File: config.mk
export PLATFORM = sky130hd
export DESIGN_NAME = mgmt_bus_fabric_flat
export DESIGN_NICKNAME = d
export VERILOG_FILES = /design/src/rtl/mgmt_bus_pkg.sv /design/src/rtl/mgmt_bus_if.sv /design/src/rtl/mgmt_bus_pipe.sv /design/src/rtl/mgmt_bus_fabric.sv /design/src/flat_wrapper.sv
export SDC_FILE = /design/constraint.sdc
export NUM_CORES = 1
export LEC_CHECK = 0
export BUFFER_PORTS_ARGS = -buffer_cell sky130_fd_sc_hd__buf_2
export CORE_MARGIN = 2
export CORE_UTILIZATION = 49
export CTS_CLUSTER_DIAMETER = 50
export CTS_CLUSTER_SIZE = 28
export DETAILED_ROUTE_END_ITERATION = 6
export PLACE_DENSITY_LB_ADDON = 0.15
export SETUP_SLACK_MARGIN = 0.05
export SYNTH_ARGS = -nofsm -noshare
export SYNTH_HDL_FRONTEND = slang
export SYNTH_SLANG_ARGS = --single-unit
File: constraint.sdc
create_clock -name clk -period 2.6 [get_ports clk]
set_input_delay 0.13 -clock clk [delete_from_list [all_inputs] [get_ports clk]]
set_output_delay 0.13 -clock clk [all_outputs]
set_load 0.1 [all_outputs]
File: src/rtl/mgmt_bus_pkg.sv
// mgmt_bus_pkg: shared request types, read FSM encoding and helpers for the management bus fabric.
package mgmt_bus_pkg;
    localparam int MB_ADDR_WIDTH = 16;
    localparam int MB_DATA_WIDTH = 8;
    localparam logic [MB_DATA_WIDTH-1:0] MB_ERR_DATA = 8'hEE;

    localparam logic [1:0] MB_IDLE = 2'd0;
    localparam logic [1:0] MB_WAIT = 2'd1;
    localparam logic [1:0] MB_RESP = 2'd2;

    typedef struct packed {
        logic                     en;
        logic [MB_ADDR_WIDTH-1:0] addr;
    } mgmt_rd_req_t;

    typedef struct packed {
        logic                     en;
        logic [MB_ADDR_WIDTH-1:0] addr;
        logic [MB_DATA_WIDTH-1:0] data;
    } mgmt_wr_req_t;

    function automatic logic [15:0] sat_add(input logic [15:0] a, input logic [1:0] b);
        logic [16:0] s;
        s = {1'b0, a} + {15'b0, b};
        return s[16] ? 16'hFFFF : s[15:0];
    endfunction
endpackage

File: src/rtl/mgmt_bus_if.sv
// mgmt_bus_if: host-side read/write bus between the QSPI management bridge and the fabric.
interface mgmt_bus_if #(
    parameter int ADDR_WIDTH = 16,
    parameter int DATA_WIDTH = 8
);
    logic                  rd_en;
    logic [ADDR_WIDTH-1:0] rd_addr;
    logic                  rd_valid;
    logic [DATA_WIDTH-1:0] rd_data;
    logic                  wr_en;
    logic [ADDR_WIDTH-1:0] wr_addr;
    logic [DATA_WIDTH-1:0] wr_data;

    modport master (
        output rd_en, rd_addr, wr_en, wr_addr, wr_data,
        input  rd_valid, rd_data
    );

    modport slave (
        input  rd_en, rd_addr, wr_en, wr_addr, wr_data,
        output rd_valid, rd_data
    );
endinterface

File: src/rtl/mgmt_bus_pipe.sv
// mgmt_bus_pipe: resettable DEPTH-stage delay line for request structs.
module mgmt_bus_pipe #(
    parameter int  DEPTH = 1,
    parameter type T     = logic
) (
    input  logic clk,
    input  logic rst_n,
    input  T     d,
    output T     q
);
    T stage [DEPTH];

    always_ff @(posedge clk or negedge rst_n) begin
        if (!rst_n) begin
            for (int i = 0; i < DEPTH; i++) stage[i] <= '0;
        end else begin
            stage[0] <= d;
            for (int i = 1; i < DEPTH; i++) stage[i] <= stage[i-1];
        end
    end

    assign q = stage[DEPTH-1];
endmodule

File: src/rtl/mgmt_bus_fabric.sv
// mgmt_bus_fabric: pipelined address-window decoder with read timeout and error reporting
// between the management bridge and NUM_PERIPH register-space peripherals.
module mgmt_bus_fabric
    import mgmt_bus_pkg::*;
#(
    parameter int NUM_PERIPH     = 4,
    parameter int ADDR_WIDTH     = MB_ADDR_WIDTH,
    parameter int DATA_WIDTH     = MB_DATA_WIDTH,
    parameter int WIN_BITS       = 12,
    parameter int PIPE_STAGES    = 0,
    parameter int TIMEOUT_CYCLES = 255,
    parameter logic [DATA_WIDTH-1:0] ERR_DATA = MB_ERR_DATA
) (
    input  logic                           clk,
    input  logic                           rst_n,
    mgmt_bus_if.slave                      host,
    output logic [NUM_PERIPH-1:0]          p_rd_en,
    output logic [WIN_BITS-1:0]            p_rd_addr,
    input  logic [NUM_PERIPH-1:0]          p_rd_valid,
    input  logic [NUM_PERIPH*DATA_WIDTH-1:0] p_rd_data,
    output logic [NUM_PERIPH-1:0]          p_wr_en,
    output logic [WIN_BITS-1:0]            p_wr_addr,
    output logic [DATA_WIDTH-1:0]          p_wr_data,
    output logic                           busy,
    input  logic                           err_clr,
    output logic [15:0]                    err_timeout_cnt,
    output logic [15:0]                    err_unmapped_cnt,
    output logic                           err_overlap
);
    localparam int IW = ADDR_WIDTH - WIN_BITS;
    localparam int TW = $clog2(TIMEOUT_CYCLES + 1);

    mgmt_rd_req_t rd_d, rd_q;
    mgmt_wr_req_t wr_d, wr_q;

    assign rd_d = '{en: host.rd_en, addr: host.rd_addr};
    assign wr_d = '{en: host.wr_en, addr: host.wr_addr, data: host.wr_data};

    mgmt_bus_pipe #(.DEPTH(1 + PIPE_STAGES), .T(mgmt_rd_req_t)) u_rd_pipe (
        .clk   (clk),
        .rst_n (rst_n),
        .d     (rd_d),
        .q     (rd_q)
    );

    mgmt_bus_pipe #(.DEPTH(1 + PIPE_STAGES), .T(mgmt_wr_req_t)) u_wr_pipe (
        .clk   (clk),
        .rst_n (rst_n),
        .d     (wr_d),
        .q     (wr_q)
    );

    logic [1:0]            state;
    logic [TW-1:0]         timer;
    logic [NUM_PERIPH-1:0] sel_oh, rd_oh, wr_oh, cur_oh;
    logic [IW-1:0]         rd_idx, wr_idx;
    logic [DATA_WIDTH-1:0] hit_data, rd_data_q;
    logic                  rd_valid_q, rd_go, rd_unmap, wr_unmap, hit, tmo, overlap;

    assign rd_idx = rd_q.addr[ADDR_WIDTH-1:WIN_BITS];
    assign wr_idx = wr_q.addr[ADDR_WIDTH-1:WIN_BITS];

    always_comb begin
        rd_oh = '0;
        wr_oh = '0;
        for (int i = 0; i < NUM_PERIPH; i++) begin
            rd_oh[i] = rd_q.en && 32'(rd_idx) == i;
            wr_oh[i] = wr_q.en && 32'(wr_idx) == i;
        end
    end

    assign rd_go    = rd_q.en && state == MB_IDLE;
    assign rd_unmap = rd_go && !(|rd_oh);
    assign wr_unmap = wr_q.en && !(|wr_oh);
    assign overlap  = rd_q.en && state != MB_IDLE;

    // In IDLE the freshly decoded read is the selection, so an L=0 response is caught
    assign cur_oh = state == MB_IDLE ? rd_oh : sel_oh;
    assign hit    = |(p_rd_valid & cur_oh);
    assign tmo    = state == MB_WAIT && timer == TW'(TIMEOUT_CYCLES - 1) && !hit;

    always_comb begin
        hit_data = '0;
        for (int i = 0; i < NUM_PERIPH; i++)
            hit_data = hit_data | (cur_oh[i] ? p_rd_data[i*DATA_WIDTH +: DATA_WIDTH] : '0);
    end

    assign p_rd_en   = rd_go ? rd_oh : '0;
    assign p_rd_addr = rd_q.addr[WIN_BITS-1:0];
    assign p_wr_en   = wr_oh;
    assign p_wr_addr = wr_q.addr[WIN_BITS-1:0];
    assign p_wr_data = wr_q.data;

    always_ff @(posedge clk or negedge rst_n) begin
        if (!rst_n) begin
            state      <= MB_IDLE;
            timer      <= '0;
            sel_oh     <= '0;
            rd_valid_q <= 1'b0;
            rd_data_q  <= '0;
        end else begin
            rd_valid_q <= 1'b0;
            if (rd_go) begin
                sel_oh <= rd_oh;
                timer  <= '0;
                if (rd_unmap || hit) begin
                    state      <= MB_RESP;
                    rd_valid_q <= 1'b1;
                    rd_data_q  <= rd_unmap ? ERR_DATA : hit_data;
                end else begin
                    state <= MB_WAIT;
                end
            end else if (state == MB_WAIT) begin
                timer <= timer + 1'b1;
                if (hit || tmo) begin
                    state      <= MB_RESP;
                    rd_valid_q <= 1'b1;
                    rd_data_q  <= hit ? hit_data : ERR_DATA;
                end
            end else begin
                state <= MB_IDLE;
            end
        end
    end

    always_ff @(posedge clk or negedge rst_n) begin
        if (!rst_n) begin
            err_timeout_cnt  <= '0;
            err_unmapped_cnt <= '0;
            err_overlap      <= 1'b0;
        end else if (err_clr) begin
            err_timeout_cnt  <= '0;
            err_unmapped_cnt <= '0;
            err_overlap      <= 1'b0;
        end else begin
            err_timeout_cnt  <= sat_add(err_timeout_cnt, {1'b0, tmo});
            err_unmapped_cnt <= sat_add(err_unmapped_cnt, {1'b0, rd_unmap} + {1'b0, wr_unmap});
            err_overlap      <= err_overlap | overlap;
        end
    end

    assign busy          = state != MB_IDLE;
    assign host.rd_valid = rd_valid_q;
    assign host.rd_data  = rd_data_q;
endmodule
File: src/flat_wrapper.sv
// flat-port wrapper written by rule: the top's interface ports become plain ports
module mgmt_bus_fabric_flat import mgmt_bus_pkg::*;
#(
    parameter int NUM_PERIPH     = 4,
    parameter int ADDR_WIDTH     = MB_ADDR_WIDTH,
    parameter int DATA_WIDTH     = MB_DATA_WIDTH,
    parameter int WIN_BITS       = 12,
    parameter int PIPE_STAGES    = 0,
    parameter int TIMEOUT_CYCLES = 255,
    parameter logic [DATA_WIDTH-1:0] ERR_DATA = MB_ERR_DATA
)
  (clk, rst_n, p_rd_en, p_rd_addr, p_rd_valid, p_rd_data, p_wr_en, p_wr_addr, p_wr_data, busy, err_clr, err_timeout_cnt, err_unmapped_cnt, err_overlap, host_rd_en, host_rd_addr, host_wr_en, host_wr_addr, host_wr_data, host_rd_valid, host_rd_data);
  mgmt_bus_if #(.ADDR_WIDTH(ADDR_WIDTH), .DATA_WIDTH(DATA_WIDTH)) host_i ();
  input  logic clk;
  input  logic rst_n;
  output logic [NUM_PERIPH-1:0] p_rd_en;
  output logic [WIN_BITS-1:0] p_rd_addr;
  input  logic [NUM_PERIPH-1:0] p_rd_valid;
  input  logic [NUM_PERIPH*DATA_WIDTH-1:0] p_rd_data;
  output logic [NUM_PERIPH-1:0] p_wr_en;
  output logic [WIN_BITS-1:0] p_wr_addr;
  output logic [DATA_WIDTH-1:0] p_wr_data;
  output logic busy;
  input  logic err_clr;
  output logic [15:0] err_timeout_cnt;
  output logic [15:0] err_unmapped_cnt;
  output logic err_overlap;
  input wire logic [$bits(host_i.rd_en)-1:0] host_rd_en;
  input wire logic [$bits(host_i.rd_addr)-1:0] host_rd_addr;
  input wire logic [$bits(host_i.wr_en)-1:0] host_wr_en;
  input wire logic [$bits(host_i.wr_addr)-1:0] host_wr_addr;
  input wire logic [$bits(host_i.wr_data)-1:0] host_wr_data;
  output wire logic [$bits(host_i.rd_valid)-1:0] host_rd_valid;
  output wire logic [$bits(host_i.rd_data)-1:0] host_rd_data;
  assign host_i.rd_en = host_rd_en;
  assign host_i.rd_addr = host_rd_addr;
  assign host_i.wr_en = host_wr_en;
  assign host_i.wr_addr = host_wr_addr;
  assign host_i.wr_data = host_wr_data;
  assign host_rd_valid = host_i.rd_valid;
  assign host_rd_data = host_i.rd_data;
  mgmt_bus_fabric #(.NUM_PERIPH(NUM_PERIPH), .ADDR_WIDTH(ADDR_WIDTH), .DATA_WIDTH(DATA_WIDTH), .WIN_BITS(WIN_BITS), .PIPE_STAGES(PIPE_STAGES), .TIMEOUT_CYCLES(TIMEOUT_CYCLES), .ERR_DATA(ERR_DATA)) u_core (.clk(clk), .rst_n(rst_n), .host(host_i), .p_rd_en(p_rd_en), .p_rd_addr(p_rd_addr), .p_rd_valid(p_rd_valid), .p_rd_data(p_rd_data), .p_wr_en(p_wr_en), .p_wr_addr(p_wr_addr), .p_wr_data(p_wr_data), .busy(busy), .err_clr(err_clr), .err_timeout_cnt(err_timeout_cnt), .err_unmapped_cnt(err_unmapped_cnt), .err_overlap(err_overlap));
endmodule
==> flow_summary.json <==
{
  "pre_cts_slack_ps": 50.2,
  "syn_avg_cell_area_sq_um": 11.7,
  "status": "complete, no violations",
  "timing.final.crit_share_pct": 91.5,
  "synth_area_sq_um": 4270,
  "hold_violations": 0,
  "yosys.area.top_type": "dfrtp_1",
  "synth_cell_type_count": 57,
  "synth_cells": 364,
  "cts_tree": "built",
  "synth-seq-cells": 98,
  "final_core_util_pct": 65.9,
  "clockBufferDepth": 2,
  "die_w_um": 97.3,
  "fmax_mhz": 420,
  "cp-end-kind": "flip-flop",
  "p_per_area_nw_per_um2": 665,
  "clock_sinks": 98,
  "slew_headroom_pct": 50.6,
  "cts_buffers": 9,
  "worst_ir_drop_vdd_mv": 0.297,
  "synthMuxAreaShare_pct": 0.997,
  "nets": 634,
  "viasPerCell": 5.17,
  "async_flop_share_pct": 100,
  "fin_setup_tns_ps": 0,
  "fin_ws_ps": 222,
  "wl_per_cell_um": 15.1,
  "layout-drive-gt1-share_pct": 38.1,
  "rsz0062_at_grt": "false",
  "grt_pass1_vias": 3460,
  "yosys-top-cells-area": "dfrtp_1 57%, buf_4 5.8%, a21oi_1 4.5%",
  "synth_top_family_by_area": "compound AO/OA/AOI/OAI gates",
  "setup_viol": 0,
  "fin_skew_ps": 10.9,
  "row_count": 34,
  "critPathKind": "flip-flop to flip-flop",
  "clk_pin_slew_ps": 90,
  "clk_root_buffer_cell": "clkbuf_8",
  "hold_path_class": "input port to flip-flop",
  "cp_data_arrival_time_ps": 2620,
  "netlist.area_leader.share_pct": 57.5,
  "die_h_um": 97.3,
  "drc": 0,
  "yosysWarnings": 0,
  "highest_layer": "met4",
  "core_area_sq_um": 8590,
  "antenna_found_initial": 0,
  "synth_compound_area_share_pct": 13.7,
  "cp.required_ps": 2840,
  "dpl_cell_area_sq_um": 4980,
  "dieArea_sq_um": 9470,
  "placement.io_buffers": 163,
  "via_count": 3409,
  "ioPinCount": 164,
  "clk_latency_ps": 350,
  "met3_length_um": 583,
  "gp_congestion": 0.798,
  "slew_violations": 0,
  "synth_seq_area_share_pct": 57.5,
  "synth-simple-area-share_pct": 13.5,
  "start_util_pct": 49.6,
  "grt_overflow": 0,
  "stdcell_area_sq_um": 5660,
  "synth_flop_cell": "dfrtp_1",
  "area_growth_pct": 32.8,
  "synth_edf_count": 0,
  "synth-adder-area-share_pct": 1.94,
  "period_needed_ps": 2380,
  "synth_fp_nets": 451,
  "cp-start-kind": "flip-flop",
  "p_leak_uw": 0.00279,
  "fin_hold_ws_ps": 66.8,
  "hpwl_um": 6800,
  "worstPathMaxFanout": 6,
  "wl_met1_um": 4180,
  "grt_max_degree": 61,
  "grt_usage_pct": 21.1,
  "maxCapViolCount": 0,
  "detail_route.iter0.violations": 224,
  "dr.pass1.iters": 6,
  "drtAntennaViolNets": 0,
  "synth_xor_xnor_area_share_pct": 4.93,
  "routed_wl_um": 9940,
  "grt_pass1_wl_um": 16300,
  "diodes": 0,
  "tightestPinTransition_ps": 741,
  "htree_levels": 3,
  "met2_length_um": 5050
}
[synthesized netlist by cell type, types with 2 or more instances]
master,n
a21o_1,6
a21oi_1,38
a222oi_1,6
a22o_1,2
a22oi_1,2
a2bb2oi_1,6
a31oi_1,2
a32o_1,2
and2_1,2
and3_1,5
and4_1,3
and4b_1,2
buf_2,2
buf_4,33
clkbuf_1,4
dfrtp_1,98
ha_1,5
inv_1,8
mux2i_1,2
nand2_1,14
nand2_2,2
nand2b_1,3
nand3_1,14
nand4_1,8
nor2_1,25
nor2_2,2
nor2b_1,3
nor3_1,10
o21ai_0,3
o22ai_1,3
xnor2_1,14
xor2_1,10
[worst max-delay path, stage by stage (launching register included)]
cell and delay (ps):
dfrtp_1 420, and2b_1 300, nand4_1 190, nor2_1 190
ha_1 270, nand3_2 160, nor3_2 300, a21oi_1 130
a311oi_1 320
[worst paths after layout]
| path | start | endpoint | slack, ps | cells past startpoint |
|---|---|---|---|---|
| min in group asynchronous | rst_n | u_core.u_rd_pipe.q[8] | 390 | 2 |
| worst min-delay path | p_rd_data[12] | u_core.host.rd_data[4] | 70 | 3 |
| worst min register to register | u_core.sel_oh[0] | u_core.sel_oh[0] | 530 | 1 |
| max in group asynchronous | rst_n | u_core.u_rd_pipe.q[15] | 1550 | 3 |
| worst max-delay path | u_core.state[1] | u_core.err_timeout_cnt[11] | 220 | 8 |
| worst max register to register | u_core.state[1] | u_core.err_timeout_cnt[11] | 220 | 8 |
[logic make-up after synthesis]
group,after synthesis
AOI/OAI and AO/OA,81
and+or+nand+nor,103
xor gates and xnor gates,24
adders and majority gates,6
muxes,3
DFF,98
buffers and inverters,49
[flip-flops by register name (all words and copies together), names as in the netlist, 2 cells and up]
signal                   flops
u_core.state                 2
u_core.host.rd_data          8
u_core.u_wr_pipe.q          25
u_core.err_unmapped_cnt     16
u_core.u_rd_pipe.q          17
u_core.err_timeout_cnt      16
u_core.timer                 8
u_core.sel_oh                4
[cells in the final DEF, fill, tap and decap left out, drive strengths merged, types with 2 or more instances in the layout]
cell type,n
a21o,6
a21oi,39
a221oi,2
a222oi,6
a22o,2
a22oi,2
a2bb2oi,6
a31oi,3
a32o,2
and2,2
and3,6
and4,3
and4b,2
buf,169
bufinv,2
clkbuf,10
clkinv,2
dfrtp,98
dlygate4sd3,43
ha,5
inv,10
mux2i,2
nand2,16
nand2b,3
nand3,15
nand4,8
nor2,27
nor2b,3
nor3,11
o21ai,3
o22ai,4
or2,3
xnor2,14
xor2,10
[repair_timing]
action,in CTS,in global routing
hold buffers,43,0
pin swaps,0,2
buffers inserted,0,2
endpoints found under the setup margin,12,19
hold endpoints to repair,101,0
resized for setup,2,3
[area by class of cell]
cell class / instances / area, sq um
clock buffers: 10 / 128
clock inverters: 5 / 88.8
fillers: 692 / 2930
well taps: 108 / 135
repair buffers: 212 / 1310
multi-input cells: 217 / 1520
flip-flops and latches: 98 / 2450
inverters: 9 / 33.8
[report_power, final]
| part | switching [uW] | total (uW) | internal [uW] |
|---|---|---|---|
| clock network | 526 | 1070 | 548 |
| registers | 68.9 | 1690 | 1620 |
| logic | 764 | 1000 | 241 |
[per-stage QoR]
| step | cells | power (uW) |
|---|---|---|
| 3_3_place_gp | 599 | 2660 |
| 6_report | 659 | 3770 |
| 3_5_place_dp | 599 | 2670 |
| 4_1_cts | 657 | 3800 |
| 2_1_floorplan | 364 | 2480 |
| 5_1_grt | 659 | 3920 |
[per-layer routing]
metal  vias to the layer above  track usage, %
met5                         -               0
li1                       1624               -
met3                        10            6.26
met1                      1669            26.5
met4                         0            5.88
met2                       106            35.7
(Power assumes the default switching activity.)
